**src/rtl/rc4_xor_stream.sv**
```systemverilog
// RC4 keystream XOR stage: sequences the keystream generator per key session, then
// XORs each accepted plaintext byte with the next unused keystream byte (1-cycle latency).
module rc4_xor_stream #(
  parameter int NUMS_OF_BYTES = 4
) (
  input  logic                       clk,
  input  logic                       rst,
  input  logic                       go,
  output logic                       gen_rst_n,
  output logic                       gen_start,
  input  logic                       gen_done,
  input  logic [NUMS_OF_BYTES*8-1:0] gen_ckey,
  input  logic                       in_valid,
  input  logic [7:0]                 in_data,
  output logic                       in_ready,
  output logic                       out_valid,
  output logic [7:0]                 out_data,
  output logic                       out_last,
  input  logic                       out_ready,
  output logic                       exhausted
);

  localparam int IDX_W = $clog2(NUMS_OF_BYTES) + 1;
  localparam int SEL_W = (NUMS_OF_BYTES > 1) ? $clog2(NUMS_OF_BYTES) : 1;
  localparam logic [IDX_W-1:0] LAST_IDX = IDX_W'(NUMS_OF_BYTES - 1);

  typedef enum logic [2:0] {
    IDLE    = 3'd0,
    GRST    = 3'd1,
    WAIT_KS = 3'd2,
    STREAM  = 3'd3,
    DRAIN   = 3'd4,
    EXHAUST = 3'd5
  } state_e;

  state_e           state_q, state_d;
  logic             armed_q, armed_d;
  logic [IDX_W-1:0] idx_q, idx_d;
  logic [7:0]       ks_q [NUMS_OF_BYTES];
  logic [7:0]       ks_d [NUMS_OF_BYTES];
  logic             out_valid_q, out_valid_d;
  logic [7:0]       out_data_q, out_data_d;
  logic             out_last_q, out_last_d;
  logic             accept;
  logic [SEL_W-1:0] sel;

  assign sel       = idx_q[SEL_W-1:0];
  assign in_ready  = ~rst & (state_q == STREAM) & (~out_valid_q | out_ready);
  assign accept    = in_valid & in_ready;
  assign gen_rst_n = ~rst & (state_q != GRST);
  assign gen_start = ~rst & (state_q == WAIT_KS);
  assign exhausted = ~rst & (state_q == EXHAUST);
  assign out_valid = out_valid_q;
  assign out_data  = out_data_q;
  assign out_last  = out_last_q;

  always_comb begin
    state_d     = state_q;
    armed_d     = armed_q;
    idx_d       = idx_q;
    ks_d        = ks_q;
    out_valid_d = out_valid_q;
    out_data_d  = out_data_q;
    out_last_d  = out_last_q;

    if (accept) begin
      out_data_d  = in_data ^ ks_q[sel];
      out_valid_d = 1'b1;
      out_last_d  = (idx_q == LAST_IDX);
      idx_d       = idx_q + 1'b1;
    end else if (out_valid_q && out_ready) begin
      out_valid_d = 1'b0;
    end

    case (state_q)
      IDLE, EXHAUST: if (go) state_d = GRST;
      GRST: begin
        state_d = WAIT_KS;
        armed_d = 1'b0;
      end
      WAIT_KS: begin
        // done is only trusted from the second cycle, after the generator saw its reset
        armed_d = 1'b1;
        if (armed_q && gen_done) begin
          state_d = STREAM;
          idx_d   = '0;
          for (int b = 0; b < NUMS_OF_BYTES; b++) ks_d[b] = gen_ckey[b*8 +: 8];
        end
      end
      STREAM: if (accept && (idx_q == LAST_IDX)) state_d = DRAIN;
      DRAIN:  if (!out_valid_q) state_d = EXHAUST;
      default: state_d = IDLE;
    endcase
  end

  always_ff @(posedge clk) begin
    if (rst) begin
      state_q     <= IDLE;
      armed_q     <= 1'b0;
      idx_q       <= '0;
      for (int b = 0; b < NUMS_OF_BYTES; b++) ks_q[b] <= '0;
      out_valid_q <= 1'b0;
      out_data_q  <= '0;
      out_last_q  <= 1'b0;
    end else begin
      state_q     <= state_d;
      armed_q     <= armed_d;
      idx_q       <= idx_d;
      ks_q        <= ks_d;
      out_valid_q <= out_valid_d;
      out_data_q  <= out_data_d;
      out_last_q  <= out_last_d;
    end
  end

endmodule
```
**config.mk**
```make
export PLATFORM = sky130hd
export DESIGN_NAME = rc4_xor_stream
export DESIGN_NICKNAME = d
export VERILOG_FILES = /design/src/rtl/rc4_xor_stream.sv
export SDC_FILE = /design/constraint.sdc
export NUM_CORES = 1
export LEC_CHECK = 0
export CORE_MARGIN = 1
export CORE_UTILIZATION = 53
export DETAILED_ROUTE_END_ITERATION = 16
export PLACE_DENSITY_LB_ADDON = 0.15
export SLEW_MARGIN = 10
export SYNTH_ARGS = -nofsm -noshare
export SYNTH_HDL_FRONTEND = slang
export SYNTH_SLANG_ARGS = --single-unit
```
**constraint.sdc**
```tcl
create_clock -name clk -period 2.4 [get_ports clk]
set_input_delay 0.24 -clock clk [delete_from_list [all_inputs] [get_ports clk]]
set_output_delay 0.24 -clock clk [all_outputs]
set_load 0.02 [all_outputs]
```
==> results.toml <==
[cells_and_area]
stdcell_count = 356
diodes = 0
layout-drive-gt1-share = 0.105
final_nets = 351
syn_to_final_growth_pct = 28.0

[hold_path]
worstHoldPathType = "in2reg"
hold_start = "rst"

[routing]
firstDrtPassIters = 4
detail_route.vias_per_cell = 5.99
drt-met1-wl_um = 2460
wl_met2_um = 2540
wire_per_inst_um = 14.9
antenna_left = 0
drt_iter0_drc = 96
drc = 0
vias = 2133
wl_met3_um = 207
top_layer = "met4"
routed_wl_um = 5290

[synth]
synthCells = 257
ys_seq_elements = 49
synth_ff_type = "dfxtp_1"
syn_area_sq_um = 2400
ys_seq_area_frac = 0.408
synth-edff-count = 0
ys_warn_count = 0
async_flop_share = 0
synthesis.nets = 305
yosysUniqueCellTypes = 40
avgSynthCellArea_sq_um = 9.35

[cts]
cts_setup_buffers = 0
ctsResizeCount = 0
worstSkewPairLatency_ns = 0.30
cts_buffers = 5
cts_tree = "yes"
path_clk_slew_ns = 0.09
htreeDepth = 2
clock_path_buffers = 2
root_buffer = "clkbuf_8"
clock-sinks = 49
ctsHoldBuffers = 0

[setup_path]
crit_fanout = 10
worstPathRequired_ns = 2.16
crit_start = "out_valid$_SDFFE_PP0P_"
cp-end-kind = "primary output"
worstSetupStartpointType = "register"
timing.rr.start = "idx_q[0]$_SDFF_PP0_"
crit_type = "reg2out"
critPathArrivalTime_ns = 1.97

[grt]
grt_max_degree = 43
grt_antenna_before_repair = 0
grt_pass1_vias = 2051
grt_util_all_layers = 0.238
grt_pass1_wl_um = 9270
overflow = 0

[timing]
fmax_ghz = 0.452
finalCritPeriodShare = 0.922
setup_viol = 0
period_needed_ns = 2.21
fin_tns_setup_ns = 0
hold_viol = 0
tightest_slew_ns = 0.714
rsz0062_at_grt = "false"
relSlewSlack = 0.523
drv_slew = 0
skew_ns = 0.00480

[run]
maxCapViolations = 0

[status]
status = "finished, final reports clean"

[place]
placed_cells = 348
io_buffers = 59
finalWeightedCongestion = 0.831
hpwl_um = 3590

[floorplanning]
rows = 24
dieArea_sq_um = 4810
core_sq_um = 4350
die_width_um = 69.3
ios = 60
die_h_um = 69.3
initial_core_util = 0.552

[power]
powerDensity_nw_per_um2 = 512
irDropWorstVdd_mv = 0.289
p_leak_uw = 0.000952
cell usage in the layout (no fill, tap or decap), drive strengths merged, types with 6 or more instances in the layout:
cell           count
a21oi             39
nand3b            33
clkbuf             6
buf                9
a211oi             9
mux4               8
a31oi              9
o21ai             32
clkdlybuf4s50     58
xnor2              8
dfxtp             49
synthesized netlist by cell type (2+ instances only):
master	count	area share
inv_1	2	0.0031
xnor2_1	8	0.029
dfxtp_1	49	0.41
nand2b_1	3	0.0078
o21ai_0	31	0.065
ha_1	2	0.010
clkbuf_1	12	0.019
a31oi_1	9	0.023
nand3b_1	33	0.10
buf_4	2	0.0062
o21bai_1	2	0.0062
buf_1	2	0.0031
nor2_1	4	0.0062
a211oi_1	9	0.028
buf_2	11	0.023
mux4_2	8	0.075
a2111oi_0	2	0.0073
nand2_1	3	0.0047
nor3_1	3	0.0062
o31ai_1	4	0.012
a21oi_1	38	0.079
nor2b_1	2	0.0052
final timing paths:
check / cells after the start / slack [ns] / to
setup / recovery: 3 / 0.19 / in_ready
hold / removal: 2 / 0.19 / state_q[2]$_SDFFE_PP0P_
setup reg to reg: 5 / 0.55 / out_last$_SDFFE_PP0P_
hold reg to reg: 2 / 0.48 / ks_q[16]$_SDFFE_PP0P_
sequential cells by signal, summed over array words and instances, names as in the netlist:
name,count
armed_q,1
idx_q,3
ks_q,32
out_data,8
out_last,1
out_valid,1
state_q,3
per-layer routing:
| metal | up-vias | GRT usage |
|---|---|---|
| li1 | 1042 | - |
| met1 | 1038 | 0.310 |
| met2 | 46 | 0.385 |
| met3 | 7 | 0.0422 |
| met4 | 0 | 0.107 |
| met5 | - | 0 |
cells by family (layout without fill, tap and decap cells):
kind of cell,Yosys count,count (layout),share of synthesized area
AOI/OAI and AO/OA,99,99,0.233
xor gates and xnor gates,8,8,0.0292
adders and majority gates,2,2,0.0104
buffers and inverters,31,78,0.0604
DFF,49,49,0.408
muxes,8,8,0.0750
and+or+nand+nor,60,60,0.184
area by class of cell:
type | count | area (sq um)
clock buffer | 6 | 82.6
tap | 52 | 65.1
sequential | 49 | 981
fill | 379 | 1280
clock inverter | 2 | 13.8
multi-input combinational | 177 | 1280
inverter | 3 | 11.3
timing repair buffer | 67 | 646
metrics by stage:
| step | worst slack [ns] | hold slack [ns] | instance area [sq um] | power (uW) | util |
|---|---|---|---|---|---|
| 6_report | 0.186 | 0.187 | 3080 | 1570 | 0.707 |
| 2_1_floorplan | 0.716 | 0.400 | 2400 | 967 | - |
| 4_1_cts | 0.204 | 0.183 | 3080 | 1580 | 0.707 |
| 3_5_place_dp | 0.265 | 0.467 | 2980 | 1080 | 0.684 |
| 5_1_grt | 0.0682 | 0.210 | 3080 | 1640 | 0.707 |
| 3_3_place_gp | 0.331 | 0.458 | 2980 | 1080 | 0.684 |
where the power goes:
| group | total (uW) | internal, uW | switching (uW) |
|---|---|---|---|
| clock | 511 | 234 | 277 |
| sequential | 854 | 830 | 24.4 |
| combinational | 209 | 120 | 89.1 |
critical path, cell delays in order, from the launching register on:
cell and delay (ns):
dfxtp_1 0.37, nor2b_1 0.60, nor3_1 0.13, clkdlybuf4s50_1 0.56
Note: power is estimated with default switching activity, not from simulation.
